**config.mk**
```make
export PLATFORM = sky130hd
export DESIGN_NAME = fetch_unit
export DESIGN_NICKNAME = d
export VERILOG_FILES = /design/src/rtl/fetch_unit_pkg.sv /design/src/rtl/fetch_fifo.sv /design/src/rtl/fetch_unit.sv
export SDC_FILE = /design/constraint.sdc
export NUM_CORES = 1
export LEC_CHECK = 0
export CAP_MARGIN = 20
export CELL_PAD_IN_SITES_DETAIL_PLACEMENT = 1
export CELL_PAD_IN_SITES_GLOBAL_PLACEMENT = 1
export CORE_MARGIN = 1.5
export CORE_UTILIZATION = 31
export DETAILED_ROUTE_END_ITERATION = 8
export PLACE_DENSITY_LB_ADDON = 0.1
export SLEW_MARGIN = 20
export SYNTH_ARGS = -nofsm -noshare
export SYNTH_HDL_FRONTEND = slang
export SYNTH_SLANG_ARGS = --single-unit
```
**constraint.sdc**
```tcl
create_clock -name clk -period 4.14 [get_ports clk]
set_input_delay 1.242 -clock clk [delete_from_list [all_inputs] [get_ports clk]]
set_output_delay 1.242 -clock clk [all_outputs]
set_load 0.05 [all_outputs]
```
**src/rtl/fetch_unit_pkg.sv**
```systemverilog
// fetch_unit_pkg: constants, types and helpers shared by the fetch unit.
// Perf counters are compiled in only when FETCH_PERF_CNT_EN is defined.
package fetch_unit_pkg;

    localparam int XLEN_DEF     = 32;
    localparam int FQ_DEPTH_DEF = 4;

    // addi x0, x0, 0
    localparam logic [31:0] INST_NOP = 32'h0000_0013;

    // IF/ID register update selection, highest priority first
    typedef enum logic [1:0] {
        UPD_FLUSH,
        UPD_HOLD,
        UPD_POP,
        UPD_BUBBLE
    } ifid_upd_e;

    function automatic logic [31:0] sat_inc32(input logic [31:0] v);
        return (&v) ? v : v + 32'd1;
    endfunction

endpackage

```
**src/rtl/fetch_fifo.sv**
```systemverilog
// fetch_fifo: synchronous FIFO with clear, used for the instruction
// queue and for the PCs of requests still waiting on memory.
module fetch_fifo #(
    parameter int WIDTH = 64,
    parameter int DEPTH = 4
) (
    input  logic                   clk,
    input  logic                   rst,
    input  logic                   push_i,
    input  logic [WIDTH-1:0]       wdata_i,
    input  logic                   pop_i,
    input  logic                   clear_i,
    output logic [WIDTH-1:0]       rdata_o,
    output logic [$clog2(DEPTH):0] count_o,
    output logic                   full_o,
    output logic                   empty_o
);

    localparam int AW = $clog2(DEPTH);
    localparam int CW = AW + 1;

    logic [WIDTH-1:0] mem_q [DEPTH];
    logic [AW-1:0]    wr_ptr_q;
    logic [AW-1:0]    wr_ptr_d;
    logic [AW-1:0]    rd_ptr_q;
    logic [AW-1:0]    rd_ptr_d;
    logic [CW-1:0]    count_q;
    logic [CW-1:0]    count_d;
    logic             do_push;
    logic             do_pop;

    assign full_o  = (count_q == CW'(DEPTH));
    assign empty_o = (count_q == '0);
    assign count_o = count_q;
    assign rdata_o = mem_q[rd_ptr_q];

    // a pop frees the head slot, so push on a full FIFO is fine then
    assign do_pop  = pop_i && !empty_o;
    assign do_push = push_i && (!full_o || do_pop);

    // pointer and occupancy next state; clear empties the FIFO
    always_comb begin
        wr_ptr_d = wr_ptr_q;
        rd_ptr_d = rd_ptr_q;
        count_d  = count_q;
        if (clear_i) begin
            wr_ptr_d = '0;
            rd_ptr_d = '0;
            count_d  = '0;
        end else begin
            if (do_push) begin
                wr_ptr_d = wr_ptr_q + AW'(1);
            end
            if (do_pop) begin
                rd_ptr_d = rd_ptr_q + AW'(1);
            end
            unique case ({do_push, do_pop})
                2'b10:   count_d = count_q + CW'(1);
                2'b01:   count_d = count_q - CW'(1);
                default: count_d = count_q;
            endcase
        end
    end

    // pointer and occupancy registers
    always_ff @(posedge clk) begin
        if (rst) begin
            wr_ptr_q <= '0;
            rd_ptr_q <= '0;
            count_q  <= '0;
        end else begin
            wr_ptr_q <= wr_ptr_d;
            rd_ptr_q <= rd_ptr_d;
            count_q  <= count_d;
        end
    end

    // storage array, written at the tail
    always_ff @(posedge clk) begin
        if (do_push && !clear_i) begin
            mem_q[wr_ptr_q] <= wdata_i;
        end
    end

    // a push that cannot be accepted means the credit logic is broken
    a_no_overflow: assert property (
        @(posedge clk) disable iff (rst || clear_i)
        !(push_i && full_o && !pop_i)
    );

endmodule

```
**src/rtl/fetch_unit.sv**
```systemverilog
// fetch_unit: IF stage plus IF/ID register with a credit-limited fetch queue.
// Define FETCH_PERF_CNT_EN to add the bubble/flush/drop perf counters.
module fetch_unit
    import fetch_unit_pkg::*;
#(
    parameter int             XLEN     = XLEN_DEF,
    parameter int             FQ_DEPTH = FQ_DEPTH_DEF,
    parameter logic [XLEN-1:0] RESET_PC = '0
) (
    input  logic            clk,
    input  logic            rst,
    input  logic            load_stall,
    input  logic            flush,
    input  logic [XLEN-1:0] br_addr,
    output logic            imem_req_valid,
    output logic [XLEN-1:0] imem_req_addr,
    input  logic            imem_req_ready,
    input  logic            imem_rsp_valid,
    input  logic [XLEN-1:0] imem_rsp_data,
    output logic            id_valid,
    output logic [XLEN-1:0] id_inst,
    output logic [XLEN-1:0] id_pc
`ifdef FETCH_PERF_CNT_EN
    ,
    output logic [31:0]     perf_bubble_cnt,
    output logic [31:0]     perf_flush_cnt,
    output logic [31:0]     perf_drop_cnt
`endif
);

    localparam int CW = $clog2(FQ_DEPTH) + 1;

    logic [XLEN-1:0]   pc_q;
    logic [XLEN-1:0]   pc_d;
    logic [CW-1:0]     inflight_q;
    logic [CW-1:0]     inflight_d;
    logic [CW-1:0]     drop_q;
    logic [CW-1:0]     drop_d;
    logic              id_valid_q;
    logic              id_valid_d;
    logic [XLEN-1:0]   id_inst_q;
    logic [XLEN-1:0]   id_inst_d;
    logic [XLEN-1:0]   id_pc_q;
    logic [XLEN-1:0]   id_pc_d;

    logic              iq_push;
    logic              iq_pop;
    logic [2*XLEN-1:0] iq_rdata;
    logic [CW-1:0]     iq_count;
    logic              iq_full;
    logic              iq_empty;

    logic [XLEN-1:0]   pcq_rdata;
    logic [CW-1:0]     pcq_count;
    logic              pcq_full;
    logic              pcq_empty;

    logic [CW:0]       used;
    logic              req_valid;
    logic              req_fire;
    logic              rsp_drop;
    logic              rsp_keep;
    ifid_upd_e         upd;

    // every slot is either in flight or buffered; never exceed the queue
    assign used      = {1'b0, inflight_q} + {1'b0, iq_count};
    assign req_valid = !rst && !flush && (used < (CW+1)'(FQ_DEPTH));
    assign req_fire  = req_valid && imem_req_ready;

    assign imem_req_valid = req_valid;
    assign imem_req_addr  = pc_q;

    // wrong-path responses and anything arriving during a flush are dropped
    assign rsp_drop = imem_rsp_valid && ((drop_q != '0) || flush);
    assign rsp_keep = imem_rsp_valid && !rsp_drop;

    assign iq_push = rsp_keep;
    assign iq_pop  = (upd == UPD_POP);

    // IF/ID update source: flush, then stall, then queue head or bubble
    always_comb begin
        if (flush) begin
            upd = UPD_FLUSH;
        end else if (load_stall) begin
            upd = UPD_HOLD;
        end else if (!iq_empty) begin
            upd = UPD_POP;
        end else begin
            upd = UPD_BUBBLE;
        end
    end

    // fetch bookkeeping next state: pc, outstanding and to-drop counts
    always_comb begin
        pc_d       = pc_q;
        inflight_d = inflight_q;
        drop_d     = drop_q;
        if (flush) begin
            pc_d = br_addr;
        end else if (req_fire) begin
            pc_d = pc_q + XLEN'(4);
        end
        unique case ({req_fire, imem_rsp_valid})
            2'b10:   inflight_d = inflight_q + CW'(1);
            2'b01:   inflight_d = inflight_q - CW'(1);
            default: inflight_d = inflight_q;
        endcase
        if (flush) begin
            drop_d = inflight_q - CW'(imem_rsp_valid);
        end else if (imem_rsp_valid && (drop_q != '0)) begin
            drop_d = drop_q - CW'(1);
        end
    end

    // IF/ID register next state
    always_comb begin
        id_valid_d = id_valid_q;
        id_inst_d  = id_inst_q;
        id_pc_d    = id_pc_q;
        unique case (upd)
            UPD_FLUSH, UPD_BUBBLE: begin
                id_valid_d = 1'b0;
                id_inst_d  = XLEN'(INST_NOP);
            end
            UPD_POP: begin
                id_valid_d = 1'b1;
                id_pc_d    = iq_rdata[2*XLEN-1:XLEN];
                id_inst_d  = iq_rdata[XLEN-1:0];
            end
            default: begin
                id_valid_d = id_valid_q;
            end
        endcase
    end

    // fetch state registers
    always_ff @(posedge clk) begin
        if (rst) begin
            pc_q       <= RESET_PC;
            inflight_q <= '0;
            drop_q     <= '0;
        end else begin
            pc_q       <= pc_d;
            inflight_q <= inflight_d;
            drop_q     <= drop_d;
        end
    end

    // IF/ID pipeline register
    always_ff @(posedge clk) begin
        if (rst) begin
            id_valid_q <= 1'b0;
            id_inst_q  <= XLEN'(INST_NOP);
            id_pc_q    <= '0;
        end else begin
            id_valid_q <= id_valid_d;
            id_inst_q  <= id_inst_d;
            id_pc_q    <= id_pc_d;
        end
    end

    assign id_valid = id_valid_q;
    assign id_inst  = id_inst_q;
    assign id_pc    = id_pc_q;

    fetch_fifo #(
        .WIDTH (2*XLEN),
        .DEPTH (FQ_DEPTH)
    ) u_iq (
        .clk     (clk),
        .rst     (rst),
        .push_i  (iq_push),
        .wdata_i ({pcq_rdata, imem_rsp_data}),
        .pop_i   (iq_pop),
        .clear_i (flush),
        .rdata_o (iq_rdata),
        .count_o (iq_count),
        .full_o  (iq_full),
        .empty_o (iq_empty)
    );

    // request PCs survive a flush: their responses still have to retire
    fetch_fifo #(
        .WIDTH (XLEN),
        .DEPTH (FQ_DEPTH)
    ) u_pcq (
        .clk     (clk),
        .rst     (rst),
        .push_i  (req_fire),
        .wdata_i (pc_q),
        .pop_i   (imem_rsp_valid),
        .clear_i (1'b0),
        .rdata_o (pcq_rdata),
        .count_o (pcq_count),
        .full_o  (pcq_full),
        .empty_o (pcq_empty)
    );

    a_pcq_tracks_inflight: assert property (
        @(posedge clk) disable iff (rst)
        pcq_count == inflight_q
    );

    a_rsp_has_pc: assert property (
        @(posedge clk) disable iff (rst)
        !(imem_rsp_valid && pcq_empty)
    );

    a_req_has_slot: assert property (
        @(posedge clk) disable iff (rst)
        !(req_fire && pcq_full)
    );

    a_iq_room: assert property (
        @(posedge clk) disable iff (rst || flush)
        !(rsp_keep && iq_full && !iq_pop)
    );

`ifdef FETCH_PERF_CNT_EN
    logic [31:0] perf_bubble_q;
    logic [31:0] perf_flush_q;
    logic [31:0] perf_drop_q;

    // saturating event counters
    always_ff @(posedge clk) begin
        if (rst) begin
            perf_bubble_q <= '0;
            perf_flush_q  <= '0;
            perf_drop_q   <= '0;
        end else begin
            if (upd == UPD_BUBBLE) begin
                perf_bubble_q <= sat_inc32(perf_bubble_q);
            end
            if (flush) begin
                perf_flush_q <= sat_inc32(perf_flush_q);
            end
            if (rsp_drop) begin
                perf_drop_q <= sat_inc32(perf_drop_q);
            end
        end
    end

    assign perf_bubble_cnt = perf_bubble_q;
    assign perf_flush_cnt  = perf_flush_q;
    assign perf_drop_cnt   = perf_drop_q;
`endif

endmodule
```
==> impl_results.md <==
* Filler cells at 6,023
* Area Growth Syn to Fin at 24.47%
* Fin. max-slew vios at 0
* Gr usage total at 0.1520
* Initial core utilization at 0.3150
* Highest Clock Rate at 285.2 MHz
* Ports at 168
* Final WS setup at 0.6340 ns
* Routed WL at 47.32 mm
* Vert. Die Dim at 251.1 µm
* Post-synth net total at 1,221
* Core ar. at 60,580 µm²
* VDD IR-drop max at 0.0003057 V
* Fin crit share at 0.8469
* PortBufs at 167
* Status: finished clean
* Clock Sinks at 505
* P per Cell Area at 485.5 nW/µm²
* Final Hold Fails at 0
* Worst setup SP type: input pin
* Sequential share of the synthesized area at 0.7311
* FP Rows at 90
* Vias in the first global route at 11,366
* Largest net degree at the start of global routing at 70
* Synth area leader: edfxtp_1
* Number of nets in the final layout at 1,428
* Ys flop type: edfxtp_1
* Min Tclk post-route at 3.506 ns
* Post-synth EDFFs at 384
* First drt pass iteration count at 4
* Max-cap violations at 0
* Routed wire length per instance at 21.83 µm
* Final setup fails at 0
* Clock transition at path regs at 0.06 ns
* Post-DRT Antenna Nets at 0
* Worst EP arrival at 2.26 ns
* Htree depth at 2
* Min Hold Slack at 0.4546 ns
* Root buffer cell: clkbuf_16
* Hold Buf Count CTS at 0
* Post-synthesis async set-or-reset flop share at 0
* Post-CTS setup buffer count at 0
* Initial antenna violation count at 1
* DRC violations left at 0
* Share of layout cells above drive strength 1 at 0.1710
* Diodes inserted at 0
* Slew @ Worst Pin at 1.067 ns
* Top cell type's share of synthesized area at 0.6042
* Worst EP required at 2.90 ns
* Mapped Avg Cell Area at 16.87 µm²
* Synthesized instance count at 1,131
* Clock Latency Late Sink at 0.60 ns
* CTS tree: done
* Warnings, synthesis at 0
* Final Skew at 0.01895 ns
* Synth unique cells at 54
* CP max FO at 16
* Die area at 63,060 µm²
* RSZ-0062 raised after global routing: no
* Post-cts sizing count at 0
* Setup TNS at 0 ns
* Via/cell ratio at 4.851
* Grt ovf at 0
* Pwr Total at 0.01153 W
* Relative slew slack at 0.2825
* Critical path type: input pin to output port
* GP Congestion at 0.7174
* Cell leakage power at 7.467 nW
* DR iter-0 viols at 451
* Synthesized flop and latch total at 505
* First-pass GRT wire length at 72.02 mm
* CTS buffer count at 56
* Die W at 251.1 µm
* Worst hold path class: register to register
* Ranking of synthesized cells by area: edfxtp_1, dfxtp_1, mux4_2
* Final core utilization at 0.3921
* Total number of vias at 10,518
* Worst Setup End Kind: output port
* Post-DP HPWL at 29.80 mm
* Maximum root-to-sink buffer count at 3
* Place WS at 0.3672 ns
* Mapped Area at 19,080 µm²
==> report_power, final <==
| part | switching (W) | leakage [nW] | total [W] | internal (W) |
|---|---|---|---|---|
| clock network | 0.00197 | 0.851 | 0.00482 | 0.00285 |
| registers | 0.000158 | 4.48 | 0.00581 | 0.00565 |
| logic | 0.000499 | 2.14 | 0.000899 | 0.000399 |
==> cell usage in the layout (no fill, tap or decap), types with 7 or more instances in the layout <==
cell,count
nor2_1,76
a21oi_1,55
edfxtp_1,384
mux4_2,96
clkdlybuf4s50_1,164
nand3_1,18
a22oi_1,29
o21ai_0,12
nand2_1,98
a211oi_1,8
a31oi_1,7
clkbuf_16,57
nand4_1,13
xor2_1,15
dfxtp_1,117
buf_4,29
nor3_1,10
buf_12,12
ha_1,17
xnor2_1,9
clkbuf_1,28
inv_1,20
==> metrics by stage <==
stage,area [µm²],cells
finish,23750,2168
global route,23750,2168
CTS,23750,2168
detailed placement,21980,2062
global placement,21980,2062
floorplan,19080,1131
==> cell usage after synthesis, types with 3 or more instances <==
| cell type | number |
|---|---|
| and2_1 | 10 |
| inv_1 | 20 |
| o211ai_1 | 4 |
| mux2i_1 | 6 |
| mux4_2 | 96 |
| o21ai_0 | 12 |
| dfxtp_1 | 121 |
| buf_2 | 3 |
| buf_1 | 13 |
| nor4_1 | 3 |
| a21oi_1 | 55 |
| xor2_1 | 15 |
| a211oi_1 | 8 |
| a221oi_1 | 3 |
| nand4_1 | 13 |
| nor4b_1 | 3 |
| xnor2_1 | 9 |
| or3_1 | 6 |
| nor2_1 | 76 |
| nor4_2 | 3 |
| ha_1 | 17 |
| nand3_1 | 18 |
| clkbuf_1 | 41 |
| mux2_2 | 5 |
| a22oi_1 | 29 |
| nand2_1 | 98 |
| edfxtp_1 | 384 |
| a31oi_1 | 7 |
| fa_1 | 3 |
| nor3_1 | 11 |
| nand2b_1 | 3 |
| and3_1 | 6 |
| o22ai_1 | 3 |
==> cells by family (layout without fill, tap and decap cells) <==
family,count (synthesis),in the layout,synth area share
mux,107,107,0.1194
simple gates,259,259,0.06287
xor+xnor,24,24,0.01101
flops,505,505,0.7311
buf+inv,80,335,0.01593
fa+ha+maj,20,20,0.01429
compound gates,136,136,0.04537
==> path summary, 6_finish.rpt <==
path	from	endpoint	slack (ns)	cells past startpoint
worst max register to register	u_iq.count_o[2]	u_pcq.count_o[2]	1.31	12
worst max-delay path	rst	imem_req_valid	0.63	5
worst min-delay path	id_pc[7]	id_pc[7]	0.45	2
worst min register to register	id_pc[7]	id_pc[7]	0.45	2
==> routing by layer <==
metal / vias up / global-route usage / wire length (µm)
met1: 5435 / 0.2039 / 21920
li1: 4823 / - / -
met5: - / 0 / 0
met2: 199 / 0.2537 / 22800
met4: 0 / 0.03855 / 880
met3: 61 / 0.02899 / 1717
==> registers in the layout, indices dropped and copies added (netlist names), named ones only <==
register and flops:
drop_q 3, id_inst 32, id_pc 32, id_valid 1
imem_req_addr 32, inflight_q 3, u_iq.count_o 3, u_iq.mem_q 256
u_iq.rd_ptr_q 2, u_iq.wr_ptr_q 2, u_pcq.count_o 3, u_pcq.mem_q 128
u_pcq.rd_ptr_q 2, u_pcq.wr_ptr_q 2
==> final cells by class <==
class | count | area [µm²] | share of cell area
Clock buffer | 88 | 1573 | 0.06621
Clock inverter | 18 | 201.4 | 0.008480
Inverter | 23 | 86.33 | 0.003634
Multi-Input combinational cell | 546 | 4847 | 0.2041
Sequential cell | 505 | 13960 | 0.5878
Tap cell | 782 | 978.4 | 0.04119
Timing Repair Buffer | 206 | 2105 | 0.08860
==> worst max-delay path, stage by stage <==
cell and delay, ns:
buf_4 0.23, clkinv_1 0.12, nand2_1 0.34, nor2_1 0.11
buf_4 0.21
(Power assumes the default switching activity.)
